[config.mk]
export PLATFORM = sky130hd
export DESIGN_NAME = channel_split_flat
export DESIGN_NICKNAME = d
export VERILOG_FILES = /design/src/rtl/channel_split_if.sv /design/src/rtl/channel_split.sv /design/src/flat_wrapper.sv
export SDC_FILE = /design/constraint.sdc
export NUM_CORES = 1
export LEC_CHECK = 0
export BUFFER_PORTS_ARGS = -buffer_cell sky130_fd_sc_hd__buf_2
export CAP_MARGIN = 20
export CORE_MARGIN = 2
export CORE_UTILIZATION = 40
export DETAILED_ROUTE_END_ITERATION = 16
export PLACE_DENSITY_LB_ADDON = 0.05
export SLEW_MARGIN = 20
export SYNTH_ARGS = -nofsm -noshare
export SYNTH_HDL_FRONTEND = slang
export SYNTH_SLANG_ARGS = --single-unit
[constraint.sdc]
create_clock -name clk -period 4.1 [get_ports clk]
set_clock_uncertainty 0.05 [all_clocks]
set_input_delay 0.205 -clock clk [delete_from_list [all_inputs] [get_ports clk]]
set_output_delay 0.205 -clock clk [all_outputs]
set_load 0.02 [all_outputs]
[src/rtl/channel_split_if.sv]
// Bus bundle for channel_split: tagged word input plus three show-ahead channel outputs.
interface channel_split_if #(
  parameter int unsigned AW    = 4,
  parameter int unsigned CNT_W = 16
);
  logic [31:0]      jpeg_bitstream;
  logic [1:0]       data_valid;

  logic             y_rd;
  logic             cb_rd;
  logic             cr_rd;

  logic [31:0]      y_jpeg;
  logic [31:0]      cb_jpeg;
  logic [31:0]      cr_jpeg;
  logic             y_valid;
  logic             cb_valid;
  logic             cr_valid;
  logic [AW:0]      y_level;
  logic [AW:0]      cb_level;
  logic [AW:0]      cr_level;
  logic [CNT_W-1:0] y_cnt;
  logic [CNT_W-1:0] cb_cnt;
  logic [CNT_W-1:0] cr_cnt;
  logic             y_ovf;
  logic             cb_ovf;
  logic             cr_ovf;

  // Producer/consumer side: drives the tagged stream and the pop requests.
  modport master (
    output jpeg_bitstream, data_valid, y_rd, cb_rd, cr_rd,
    input  y_jpeg, cb_jpeg, cr_jpeg, y_valid, cb_valid, cr_valid,
    input  y_level, cb_level, cr_level, y_cnt, cb_cnt, cr_cnt,
    input  y_ovf, cb_ovf, cr_ovf
  );

  // Splitter side.
  modport slave (
    input  jpeg_bitstream, data_valid, y_rd, cb_rd, cr_rd,
    output y_jpeg, cb_jpeg, cr_jpeg, y_valid, cb_valid, cr_valid,
    output y_level, cb_level, cr_level, y_cnt, cb_cnt, cr_cnt,
    output y_ovf, cb_ovf, cr_ovf
  );
endinterface

[src/rtl/channel_split.sv]
// Y/Cb/Cr demultiplexer: routes each tagged word into one of three show-ahead FIFOs
// with per-channel occupancy, accepted-word counter and sticky overflow flag.

// One channel FIFO; full/empty come from the level register, pointers simply wrap.
module channel_split_fifo #(
  parameter int unsigned DEPTH = 16,
  parameter int unsigned AW    = 4,
  parameter int unsigned CNT_W = 16
) (
  input  logic             clk,
  input  logic             img_rst,
  input  logic             push,
  input  logic [31:0]      din,
  input  logic             rd,
  output logic [31:0]      dout,
  output logic             valid,
  output logic [AW:0]      level,
  output logic [CNT_W-1:0] cnt,
  output logic             ovf
);
  localparam int unsigned LW = AW + 1;

  logic [31:0]   mem [DEPTH];
  logic [AW-1:0] wr_ptr;
  logic [AW-1:0] rd_ptr;
  logic          full;
  logic          pop_ok;
  logic          push_ok;
  logic [AW:0]   level_nxt;

  // Pop only a non-empty FIFO; a full FIFO still accepts a push when a pop frees the slot.
  always_comb begin
    full      = (level == LW'(DEPTH));
    pop_ok    = rd && valid;
    push_ok   = push && (!full || pop_ok);
    level_nxt = level;
    if (push_ok && !pop_ok) begin
      level_nxt = level + LW'(1);
    end else if (!push_ok && pop_ok) begin
      level_nxt = level - LW'(1);
    end
  end

  // Storage array; contents are meaningless while the FIFO is empty, so no reset.
  always_ff @(posedge clk) begin
    if (push_ok && !img_rst) begin
      mem[wr_ptr] <= din;
    end
  end

  // Pointers, occupancy, valid flag, saturating counter and sticky overflow.
  always_ff @(posedge clk) begin
    if (img_rst) begin
      wr_ptr <= '0;
      rd_ptr <= '0;
      level  <= '0;
      valid  <= 1'b0;
      cnt    <= '0;
      ovf    <= 1'b0;
    end else begin
      if (push_ok) begin
        wr_ptr <= wr_ptr + AW'(1);
      end
      if (pop_ok) begin
        rd_ptr <= rd_ptr + AW'(1);
      end
      level <= level_nxt;
      valid <= (level_nxt != '0);
      if (push_ok && (cnt != {CNT_W{1'b1}})) begin
        cnt <= cnt + CNT_W'(1);
      end
      if (push && !push_ok) begin
        ovf <= 1'b1;
      end
    end
  end

  // Show-ahead head word straight from storage.
  assign dout = mem[rd_ptr];
endmodule

// Top: decode the channel tag and fan the word out to the three channel FIFOs.
module channel_split #(
  parameter int unsigned DEPTH = 16,
  parameter int unsigned AW    = 4,
  parameter int unsigned CNT_W = 16
) (
  input logic           clk,
  input logic           img_rst,
  channel_split_if.slave bus
);
  logic push_y;
  logic push_cb;
  logic push_cr;

  // One-hot channel select from the tag; tag 0 selects nothing.
  always_comb begin
    push_y  = (bus.data_valid == 2'd1);
    push_cb = (bus.data_valid == 2'd2);
    push_cr = (bus.data_valid == 2'd3);
  end

  channel_split_fifo #(.DEPTH(DEPTH), .AW(AW), .CNT_W(CNT_W)) u_y (
    .clk     (clk),
    .img_rst (img_rst),
    .push    (push_y),
    .din     (bus.jpeg_bitstream),
    .rd      (bus.y_rd),
    .dout    (bus.y_jpeg),
    .valid   (bus.y_valid),
    .level   (bus.y_level),
    .cnt     (bus.y_cnt),
    .ovf     (bus.y_ovf)
  );

  channel_split_fifo #(.DEPTH(DEPTH), .AW(AW), .CNT_W(CNT_W)) u_cb (
    .clk     (clk),
    .img_rst (img_rst),
    .push    (push_cb),
    .din     (bus.jpeg_bitstream),
    .rd      (bus.cb_rd),
    .dout    (bus.cb_jpeg),
    .valid   (bus.cb_valid),
    .level   (bus.cb_level),
    .cnt     (bus.cb_cnt),
    .ovf     (bus.cb_ovf)
  );

  channel_split_fifo #(.DEPTH(DEPTH), .AW(AW), .CNT_W(CNT_W)) u_cr (
    .clk     (clk),
    .img_rst (img_rst),
    .push    (push_cr),
    .din     (bus.jpeg_bitstream),
    .rd      (bus.cr_rd),
    .dout    (bus.cr_jpeg),
    .valid   (bus.cr_valid),
    .level   (bus.cr_level),
    .cnt     (bus.cr_cnt),
    .ovf     (bus.cr_ovf)
  );
endmodule

[src/flat_wrapper.sv]
// flat-port wrapper written by rule: the top's interface ports become plain ports
module channel_split_flat 
#(
  parameter int unsigned DEPTH = 16,
  parameter int unsigned AW    = 4,
  parameter int unsigned CNT_W = 16
)
  (clk, img_rst, bus_jpeg_bitstream, bus_data_valid, bus_y_rd, bus_cb_rd, bus_cr_rd, bus_y_jpeg, bus_cb_jpeg, bus_cr_jpeg, bus_y_valid, bus_cb_valid, bus_cr_valid, bus_y_level, bus_cb_level, bus_cr_level, bus_y_cnt, bus_cb_cnt, bus_cr_cnt, bus_y_ovf, bus_cb_ovf, bus_cr_ovf);
  channel_split_if #(.AW(AW), .CNT_W(CNT_W)) bus_i ();
  input logic clk;
  input logic img_rst;
  input wire logic [$bits(bus_i.jpeg_bitstream)-1:0] bus_jpeg_bitstream;
  input wire logic [$bits(bus_i.data_valid)-1:0] bus_data_valid;
  input wire logic [$bits(bus_i.y_rd)-1:0] bus_y_rd;
  input wire logic [$bits(bus_i.cb_rd)-1:0] bus_cb_rd;
  input wire logic [$bits(bus_i.cr_rd)-1:0] bus_cr_rd;
  output wire logic [$bits(bus_i.y_jpeg)-1:0] bus_y_jpeg;
  output wire logic [$bits(bus_i.cb_jpeg)-1:0] bus_cb_jpeg;
  output wire logic [$bits(bus_i.cr_jpeg)-1:0] bus_cr_jpeg;
  output wire logic [$bits(bus_i.y_valid)-1:0] bus_y_valid;
  output wire logic [$bits(bus_i.cb_valid)-1:0] bus_cb_valid;
  output wire logic [$bits(bus_i.cr_valid)-1:0] bus_cr_valid;
  output wire logic [$bits(bus_i.y_level)-1:0] bus_y_level;
  output wire logic [$bits(bus_i.cb_level)-1:0] bus_cb_level;
  output wire logic [$bits(bus_i.cr_level)-1:0] bus_cr_level;
  output wire logic [$bits(bus_i.y_cnt)-1:0] bus_y_cnt;
  output wire logic [$bits(bus_i.cb_cnt)-1:0] bus_cb_cnt;
  output wire logic [$bits(bus_i.cr_cnt)-1:0] bus_cr_cnt;
  output wire logic [$bits(bus_i.y_ovf)-1:0] bus_y_ovf;
  output wire logic [$bits(bus_i.cb_ovf)-1:0] bus_cb_ovf;
  output wire logic [$bits(bus_i.cr_ovf)-1:0] bus_cr_ovf;
  assign bus_i.jpeg_bitstream = bus_jpeg_bitstream;
  assign bus_i.data_valid = bus_data_valid;
  assign bus_i.y_rd = bus_y_rd;
  assign bus_i.cb_rd = bus_cb_rd;
  assign bus_i.cr_rd = bus_cr_rd;
  assign bus_y_jpeg = bus_i.y_jpeg;
  assign bus_cb_jpeg = bus_i.cb_jpeg;
  assign bus_cr_jpeg = bus_i.cr_jpeg;
  assign bus_y_valid = bus_i.y_valid;
  assign bus_cb_valid = bus_i.cb_valid;
  assign bus_cr_valid = bus_i.cr_valid;
  assign bus_y_level = bus_i.y_level;
  assign bus_cb_level = bus_i.cb_level;
  assign bus_cr_level = bus_i.cr_level;
  assign bus_y_cnt = bus_i.y_cnt;
  assign bus_cb_cnt = bus_i.cb_cnt;
  assign bus_cr_cnt = bus_i.cr_cnt;
  assign bus_y_ovf = bus_i.y_ovf;
  assign bus_cb_ovf = bus_i.cb_ovf;
  assign bus_cr_ovf = bus_i.cr_ovf;
  channel_split #(.DEPTH(DEPTH), .AW(AW), .CNT_W(CNT_W)) u_core (.clk(clk), .img_rst(img_rst), .bus(bus_i));
endmodule
==> out/results.tsv, run 1 <==
metric	value	unit
slack of the critical path	607	ps
Post-Synthesis Cells	2741	
Congestion Overflow GR	0	
vias after detailed routing	29300	
total power per unit cell area	531	nW/um2
number of vias per cell after detailed routing	5.51	
area of the core region	156000	um2
run status	finished, final reports clean	
Post-DRT Antenna Nets	0	
path type of the worst setup path	register to primary output	
fraction of registers with async set/reset	0	
Synth Cell Area	62500	um2
layout cells sized above 1	0.338	
initial antenna violation count	12	
prevailing post-synth register cell	sky130_fd_sc_hd__edfxtp_1	
Clock H-tree levels	4	
max-slew headroom at the worst pin	0.269	
synth unique cells	55	
root cell of the clock tree	sky130_fd_sc_hd__clkbuf_16	
Crit path required time	3850	ps
Die Width	399	um
vertical extent of the die	399	um
clock latency on the worst-skew pair	780	ps
pin count of the biggest net entering global routing	71	
area after detailed placement	66900	um2
DP Wirelength	90300	um
actual transition at the worst max-transition pin	1100	ps
unrepaired setup endpoints after global routing	no	
cell row count	145	
total count of max-transition violations in the final report	0	
cell family with most CP delay	multiplexers	
starting density of the core	0.401	
vias in the first global route	30800	
type of the tightest min-delay check	input port to register	
critical path's largest stage delay	630	ps
Inserted Clock Buffers	177	
time the final worst path needs with I/O delays and setup	3490	ps
count of buffers from port buffering	203	
part of the cycle the worst path needs	0.852	
Area growth, synth to finish	16.4	%
global-route wire length before repair	222000	um
Bufs and invs on worst path	2	
Nets	3172	
most prevalent standard cell on the critical path	sky130_fd_sc_hd__mux4_2	
per-cell routed wire length	29.0	um
Setup violations, final	0	
VDD IR max	365	uV
CTS Sinks	1641	
Final Instance Area	72700	um2
cells along the critical path	buf_4 -> mux4_2 -> mux4_2 -> buf_2	
Fmax	286	MHz
final estimated routing congestion in global placement	0.809	
slowest CP cell	sky130_fd_sc_hd__mux4_2	
total routing resource utilization after global routing	0.197	
initial detailed-routing violation count	2248	
synthesized flop and latch total	1641	
Synthesized Nets	2804	
arrival time of the worst setup path	3240	ps
leakage	22.5	nW
router iterations before antenna repair	5	
number of synthesized flops with an enable pin	1536	
CTS tree	built	
setup repair bufs after CTS	0	
Post-Route WL	154000	um
Max Cap Violations	0	
number of hold violations in the final report	0	
final sum of negative setup slack	0	ps
clock slew at reported path FFs	60	ps
Ports	204	
Remaining DRCs	0	
most frequent cells in the layout	sky130_fd_sc_hd__edfxtp_1, sky130_fd_sc_hd__mux4_2, sky130_fd_sc_hd__buf_2	
post-route core utilization	0.467	
Worst Setup End Kind	primary output	
clock buffer depth	3	
most common cell after layout, fill and taps aside	sky130_fd_sc_hd__edfxtp_1	
Max Fanout on Critical Path	25	
critical path launch point type	register	
post-placement worst setup slack	762	ps
warnings from Yosys	0	
Mean Syn Cell Area	22.8	um2
proportion of synthesized chip area in sequential cells	0.772	
DIE AREA	159000	um2
-- routing by layer --
layer	GRT usage	vias to the layer above	wire length [um]	share of wire
li1	-	12300	-	-
met1	0.276	16000	67300	0.44
met2	0.317	834	75100	0.49
met3	0.0410	204	9130	0.059
met4	0.0459	0	2900	0.019
met5	0	-	0	0
-- tightest hold or removal path: cells and delay by family --
| kind | cells | cell delay, ps |
|---|---|---|
| AO/OA/AOI/OAI | 1 | 60 |
| buffers and inverters | 1 | 100 |
| AND/OR/NAND/NOR | 2 | 460 |
-- through the flow --
step / std cells / hold slack (ps) / total power (W)
final: 5319 / 70.5 / 0.0386
after detailed placement: 4965 / 407 / 0.0239
after CTS: 5295 / 11.1 / 0.0392
after floorplan: 2741 / 254 / 0.0221
after global routing: 5311 / 44.0 / 0.0401
after global placement: 4964 / 423 / 0.0238
-- logic make-up (layout without fill, tap and decap cells) --
family | after synthesis | count (layout) | synth area share
xor gates and xnor gates | 64 | 64 | 0.00897
and+or+nand+nor | 321 | 321 | 0.0242
other | 0 | 8 | 0
adders and majority gates | 24 | 24 | 0.00481
AOI/OAI and AO/OA | 65 | 65 | 0.00693
buffers and inverters | 143 | 655 | 0.00987
DFF | 1641 | 1641 | 0.772
muxes | 483 | 483 | 0.173
-- power by group --
group	switching (W)	internal, W
logic	0.00259	0.00215
registers	0.000216	0.0185
clock network	0.00631	0.00890
total	0.00912	0.0295
-- state kept, by name (all words and copies together) (netlist names), 4 cells and up, named ones only --
name / flops
u_core.u_cb.wr_ptr: 4
u_core.u_y.cnt: 16
u_core.u_cb.mem: 512
u_core.u_cr.wr_ptr: 4
u_core.u_cr.level: 5
u_core.u_cr.mem: 512
u_core.u_cb.cnt: 16
u_core.u_y.wr_ptr: 4
u_core.u_cr.cnt: 16
u_core.u_cb.level: 5
u_core.u_y.mem: 512
u_core.u_y.rd_ptr: 4
u_core.u_y.level: 5
u_core.u_cr.rd_ptr: 4
u_core.u_cb.rd_ptr: 4
-- final timing paths --
kind         slack (ps)  cells after the start                 from                    end
max                 610                      4             register        bus_cb_jpeg[13]
min                  70                      4            bus_cr_rd               register
max reg2reg         750                      7  u_core.u_y.level[1]  u_core.u_y.mem[4][11]
min reg2reg         420                      2      u_core.u_cr.ovf        u_core.u_cr.ovf
-- area by class of cell --
type                            instances  area [um2]
Antenna cell                            8        20.0
Clock buffer                          221        4810
Clock inverter                        102         749
Fill cell                           12900       82900
Inverter                               15        56.3
Multi-Input combinational cell        957       14000
Sequential cell                      1641       48300
Tap cell                             2058        2570
Timing Repair Buffer                  317        2280
-- synthesized netlist by cell type, drive strengths merged, types with 3 or more instances --
| cell | number | area [um2] |
|---|---|---|
| a211oi | 5 | 37.5 |
| a21oi | 24 | 131 |
| and2 | 4 | 25.0 |
| and3 | 14 | 91.3 |
| and4 | 4 | 35.0 |
| buf | 53 | 279 |
| clkbuf | 75 | 282 |
| dfxtp | 105 | 2100 |
| edfxtp | 1536 | 46100 |
| ha | 24 | 300 |
| inv | 15 | 56.3 |
| mux2i | 3 | 30.0 |
| mux4 | 480 | 10800 |
| nand2 | 59 | 224 |
| nand3 | 19 | 95.1 |
| nand4 | 24 | 150 |
| nor2 | 142 | 533 |
| nor2b | 9 | 56.3 |
| nor3 | 21 | 110 |
| o21ai | 13 | 68.8 |
| o22ai | 6 | 37.5 |
| or3 | 10 | 62.6 |
| or4 | 3 | 26.3 |
| xnor2 | 28 | 245 |
| xor2 | 36 | 315 |
-- what timing repair did --
item / 4_1_cts / 5_1_grt
hold endpoints to repair: 74 / 768
endpoints found under the setup margin: 0 / 0
hold buffers: 7 / 16
resized for setup: 0 / 0
No activity file was read; power rests on OpenSTA's default activity.
==> inputs of run 2 (changes only) <==
==> constraint.sdc (replaced) <==
create_clock -name clk -period 3.2 [get_ports clk]
set_clock_uncertainty 0.05 [all_clocks]
set_input_delay 0.16 -clock clk [delete_from_list [all_inputs] [get_ports clk]]
set_output_delay 0.16 -clock clk [all_outputs]
set_load 0.02 [all_outputs]
==> run 2 against run 1 <==
Sequential cell count did not move. Register-to-register slack got worse by 460 ps. Die area did not move. Design area rose by 1.5%. Count of clock-buffer cells in the layout rose by 10. Setup slack got worse by 540 ps. Sequential share of layout area fell by 0.98 points. Hold slack got worse by 26 ps. Non-clock buffer count rose by 35. Total power rose by 29%. Sequential power rose by 28%. Critical path type unchanged. Largest power group unchanged.
==> out/results.tsv, run 2 (synthesis gave the netlist of run 1 again) <==
metric	value	unit	change
run status	finished, final reports clean		
part of the power in the clock network	0.391		-0.003
number of hold violations in the final report	0		unchanged
post-route core utilization	0.474		+0.00697
area of the core region	156000	um2	unchanged
max-slew headroom at the worst pin	0.269		about the same
initial detailed-routing violation count	2134		-5.1%
Comb power frac	0.130		+0.007
Fmax	319	MHz	
Crit path required time	2990	ps	-860 ps
Internal Dissipation	0.0382	W	+30%
root cell of the clock tree	sky130_fd_sc_hd__clkbuf_16		
DIE AREA	159000	um2	unchanged
leakage	22.8	nW	+1.7%
final estimated routing congestion in global placement	0.769		-5.1%
Clock H-tree levels	4		unchanged
Worst Setup End Kind	primary output		
pin count of the biggest net entering global routing	55		-23%
vias after detailed routing	29300		+0.058%
part of the cycle the worst path needs	0.979		
global-route met2 utilization	0.342		+0.0255
most prevalent standard cell on the critical path	sky130_fd_sc_hd__mux4_2		
Congestion Overflow GR	0		unchanged
Die Width	399	um	unchanged
critical path launch point type	register		
number of vias per cell after detailed routing	5.48		-0.52%
arrival time of the worst setup path	2920	ps	-320 ps
critical path's largest stage delay	610	ps	-20 ps
vertical extent of the die	399	um	unchanged
tightest hold margin	44.5	ps	-26.0 ps
cell row count	145		unchanged
time the final worst path needs with I/O delays and setup	3130	ps	
clock slew at reported path FFs	60	ps	about the same
DP Wirelength	83500	um	-7.6%
Max Cap Violations	0		unchanged
fill count	12800		-0.77%
Nets	3206		+1.1%
layout cells sized above 1	0.342		+0.00401
per-cell routed wire length	28.8	um	-0.75%
largest registers	u_core.u_cb.mem (512), u_core.u_cr.mem (512), u_core.u_y.mem (512)		
share of total power consumed by net switching	0.234		-0.00180
count of buffers from port buffering	203		unchanged
Post-DRT Antenna Nets	0		unchanged
met3 routing resource usage after global routing	0.0289		-0.0121
clock buffer depth	3		unchanged
global-route wire length before repair	222000	um	-0.11%
total power per unit cell area	676	nW/um2	+27%
Setup violations, final	0		unchanged
Psw	0.0117	W	+28%
router iterations before antenna repair	7		+2
total power consumption of the routed design	0.0499	W	+29%
clock latency on the worst-skew pair	790	ps	about the same
total routing resource utilization after global routing	0.196		-0.00110
CTS tree	built		
slowest CP cell	sky130_fd_sc_hd__mux4_2		
vias in the first global route	31800		+3.3%
starting density of the core	0.401		unchanged
total count of max-transition violations in the final report	0		unchanged
Ports	204		unchanged
most frequent cells in the layout	sky130_fd_sc_hd__edfxtp_1, sky130_fd_sc_hd__mux4_2, sky130_fd_sc_hd__buf_2		
Inserted Clock Buffers	176		-0.56%
Max Fanout on Critical Path	7		-72%
Post-Route WL	154000	um	-0.17%
cells along the critical path	buf_12 -> buf_16 -> mux4_2 -> mux4_2 -> buf_6		
met1 Track Usage GR	0.259		-0.0170
Area growth, synth to finish	18.1	%	
initial antenna violation count	9		-3
type of the tightest min-delay check	input port to register		
cell family with most CP delay	multiplexers		
VDD IR max	482	uV	+32%
unrepaired setup endpoints after global routing	yes		
Bufs and invs on worst path	3		+1
path type of the worst setup path	register to primary output		
Remaining DRCs	0		unchanged
CTS Sinks	1641		unchanged
actual transition at the worst max-transition pin	1100	ps	+0.365 ps
power share of the sequential group	0.479		-0.005
area after detailed placement	67400	um2	+0.84%
Most Crowded Layer GR	met2		
Final Instance Area	73800	um2	+1.5%
most common cell after layout, fill and taps aside	sky130_fd_sc_hd__edfxtp_1		
run 2: worst paths after layout:
kind | from | end | slack (ps) | depth (start not counted)
worst max-delay path | register | bus_cb_jpeg[8] | 70 | 5
worst max register to register | u_core.u_cb.level[1] | u_core.u_cb.mem[11][12] | 290 | 7
worst min register to register | u_core.u_cb.ovf | u_core.u_cb.ovf | 430 | 2
worst min-delay path | bus_jpeg_bitstream[9] | u_core.u_cr.mem[14][9] | 40 | 1
run 2: power groups by stage:
stage | combinational (W) | sequential, W | clock (W)
after floorplan | 0.00406 | 0.0243 | 0
after CTS | 0.00654 | 0.0239 | 0.0201
after global placement | 0.00603 | 0.0244 | 0
after detailed placement | 0.00609 | 0.0244 | 0
after global routing | 0.00696 | 0.0239 | 0.0209
final | 0.00650 | 0.0239 | 0.0195
run 2: area by class of cell:
class                   instances  area, um2  area share
repair buffers                352       3390      0.0459
inverters                      15       56.3    0.000763
diodes                          4       10.0    0.000136
multi-input cells             957      14000       0.189
clock buffers                 231       4720      0.0640
well taps                    2058       2570      0.0349
flip-flops and latches       1641      48300       0.654
clock inverters                92        825      0.0112
run 2: what timing repair did:
| item | in CTS | in global routing |
|---|---|---|
| gates cloned | 6 | 3 |
| resized for setup | 31 | 19 |
| hold buffers | 15 | 5 |
| endpoints found under the hold margin | 163 | 240 |
| endpoints found under the setup margin | 88 | 23 |
| buffers inserted | 14 | 2 |
run 2: metal layers:
layer,wire [um],share of wire,vias to the layer above
met5,0,0,-
met2,80100,0.52,655
met1,65400,0.42,16100
li1,-,-,12400
met4,2510,0.016,0
met3,6080,0.039,191
run 2: per-stage QoR:
stage	worst slack (ps)	std cells	setup TNS, ps
after CTS	-48.0	5336	-149
after detailed placement	237	4978	0
final	66.9	5350	0
after global placement	262	4978	0
after floorplan	-874	2741	-223760
after global routing	-38.7	5346	-219
==> inputs of run 3 (changes only) <==
--- a/config.mk
+++ b/config.mk
@@ -8,7 +8,7 @@
 export BUFFER_PORTS_ARGS = -buffer_cell sky130_fd_sc_hd__buf_2
 export CAP_MARGIN = 20
 export CORE_MARGIN = 2
-export CORE_UTILIZATION = 40
+export CORE_UTILIZATION = 55
 export DETAILED_ROUTE_END_ITERATION = 16
 export PLACE_DENSITY_LB_ADDON = 0.05
 export SLEW_MARGIN = 20
==> run 3 against run 2 <==
Count of clock-buffer cells in the layout is 15 lower. Design area is 2.5% lower. Largest cell class unchanged. Critical path depth is 1 lower. Sequential cell count stayed put. Combinational power is 6.9% lower. Clock power is 7% lower. Sequential share of layout area is 1.7 points higher. Highest routed layer is now met5.
==> out/results.tsv, run 3 (synthesis gave the netlist of run 1 again) <==
metric	value	unit	change
actual transition at the worst max-transition pin	1080	ps	-17.6 ps
number of vias per cell after detailed routing	6.19		+13%
cell count of the worst reg-to-reg path	8		+1
global-route wire length before repair	206000	um	-7.2%
Crit path required time	2990	ps	about the same
max-slew headroom at the worst pin	0.281		+0.0117
final sum of negative setup slack	0	ps	unchanged
Clock H-tree levels	4		unchanged
Ports	204		unchanged
post-route core utilization	0.639		+0.165
clock buffer depth	3		unchanged
vertical extent of the die	341	um	-15%
Inserted Clock Buffers	165		-6.3%
number of hold violations in the final report	0		unchanged
clock latency on the worst-skew pair	760	ps	-30 ps
arrival time of the worst setup path	2920	ps	about the same
vias in the first global route	30500		-4.2%
largest registers	u_core.u_cb.mem (512), u_core.u_cr.mem (512), u_core.u_y.mem (512)		
vias after detailed routing	29300		-0.11%
Worst Setup End Kind	primary output		
starting density of the core	0.555		+0.153
worst reg-to-reg setup slack	380	ps	+90 ps
DP Wirelength	77500	um	-7.2%
path type of the worst setup path	register to primary output		
pin count of the biggest net entering global routing	65		+18%
Fmax	320	MHz	+0.25%
run status	finished, final reports clean		
leakage	22.4	nW	-2.2%
CTS tree	built		
Setup violations, final	0		unchanged
worst reg2reg path startpoint	u_core.u_cr.level[0]		
initial antenna violation count	4		-5
final estimated routing congestion in global placement	0.802		+4.4%
Die Width	341	um	-15%
Nets	3158		-1.5%
per-cell routed wire length	29.5	um	+2.3%
layout cells sized above 1	0.337		-0.00532
cell row count	123		-15%
type of the tightest min-delay check	input port to register		
Final Instance Area	72000	um2	-2.5%
total routing resource utilization after global routing	0.245		+0.0496
initial detailed-routing violation count	2830		+33%
Max Cap Violations	0		unchanged
total power per unit cell area	669	nW/um2	-1.1%
CTS Sinks	1641		unchanged
critical path launch point type	register		
part of the cycle the worst path needs	0.977		-0.00243
end point of the critical path	bus_cr_jpeg[3]		
most common cell after layout, fill and taps aside	sky130_fd_sc_hd__edfxtp_1		
Post-Route WL	139000	um	-9.5%
time the final worst path needs with I/O delays and setup	3130	ps	-7.76 ps
Max Fanout on Critical Path	21		+14
most frequent cells in the layout	sky130_fd_sc_hd__edfxtp_1, sky130_fd_sc_hd__mux4_2, sky130_fd_sc_hd__buf_2		
Post-DRT Antenna Nets	0		unchanged
total count of max-transition violations in the final report	0		unchanged
Congestion Overflow GR	0		unchanged
Cells on Worst Hold Path	1		unchanged
unrepaired setup endpoints after global routing	yes		
Remaining DRCs	0		unchanged
endpoint of the most critical register-to-register path	u_core.u_cr.mem[11][28]		
clock slew at reported path FFs	60	ps	about the same
router iterations before antenna repair	5		-2
area after detailed placement	66600	um2	-1.2%
DIE AREA	116000	um2	-27%
count of buffers from port buffering	203		unchanged
VDD IR max	550	uV	+14%
Area growth, synth to finish	15.2	%	
total power consumption of the routed design	0.0481	W	-3.6%
area of the core region	113000	um2	-28%
root cell of the clock tree	sky130_fd_sc_hd__clkbuf_16		
-- run 3: what timing repair did --
item                                    in CTS  in global routing
endpoints found under the setup margin      56                 17
hold buffers                                 6                  0
hold endpoints to repair                    40                  0
setup buffers                                8                  2
cloned                                       1                  1
gates resized for setup                      8                  3
-- run 3: where the power goes --
group	switching, W	internal [W]	total, W	leakage [nW]
combinational	0.00313	0.00291	0.00605	5.17
sequential	0.000226	0.0237	0.0239	14.7
clock	0.00777	0.0104	0.0182	2.50
total	0.0111	0.0370	0.0481	22.4
-- run 3: worst min path at each step --
| stage | to | slack [ps] | start |
|---|---|---|---|
| 6_report | u_core.u_y.mem[3][8] | 60 | bus_jpeg_bitstream[8] |
| 3_3_place_gp | u_core.u_cb.ovf | 420 | u_core.u_cb.ovf |
| 3_5_place_dp | register | 430 | u_core.u_y.rd_ptr[1] |
| 4_1_cts | u_core.u_y.mem[0][6] | 30 | bus_jpeg_bitstream[6] |
| 2_1_floorplan | u_core.u_cb.mem[0][0] | 210 | bus_jpeg_bitstream[0] |
| 5_1_grt | u_core.u_y.mem[3][6] | 70 | bus_jpeg_bitstream[6] |
-- run 3: metrics by stage --
stage,setup WS [ps],hold WS (ps),instances
2_1_floorplan,-874,209,2741
3_3_place_gp,508,420,4410
3_5_place_dp,379,434,4410
4_1_cts,-5.07,25.1,4727
5_1_grt,-24.9,71.0,4730
6_report,74.7,55.6,4731
-- run 3: cell type report --
type | count | area, um2
Sequential cell | 1641 | 48300
Fill cell | 7565 | 40700
Multi-Input combinational cell | 957 | 14000
Clock buffer | 216 | 4400
Timing Repair Buffer | 315 | 2740
Tap cell | 1500 | 1880
Clock inverter | 86 | 678
Inverter | 15 | 56.3
Antenna cell | 1 | 2.50
-- run 3: metal layers --
layer  share of wire  track usage  vias up
met2            0.51        0.411      954
met3           0.053       0.0362      204
met5        0.000093            0        -
li1                -            -    12300
met1            0.41        0.344    15900
met4           0.021       0.0618        2
-- run 3: worst max-delay path: stages, from the launching register on --
cell	delay, ps
sky130_fd_sc_hd__dfxtp_4	520
sky130_fd_sc_hd__bufbuf_16	410
sky130_fd_sc_hd__mux4_2	540
sky130_fd_sc_hd__mux4_2	490
sky130_fd_sc_hd__buf_2	180
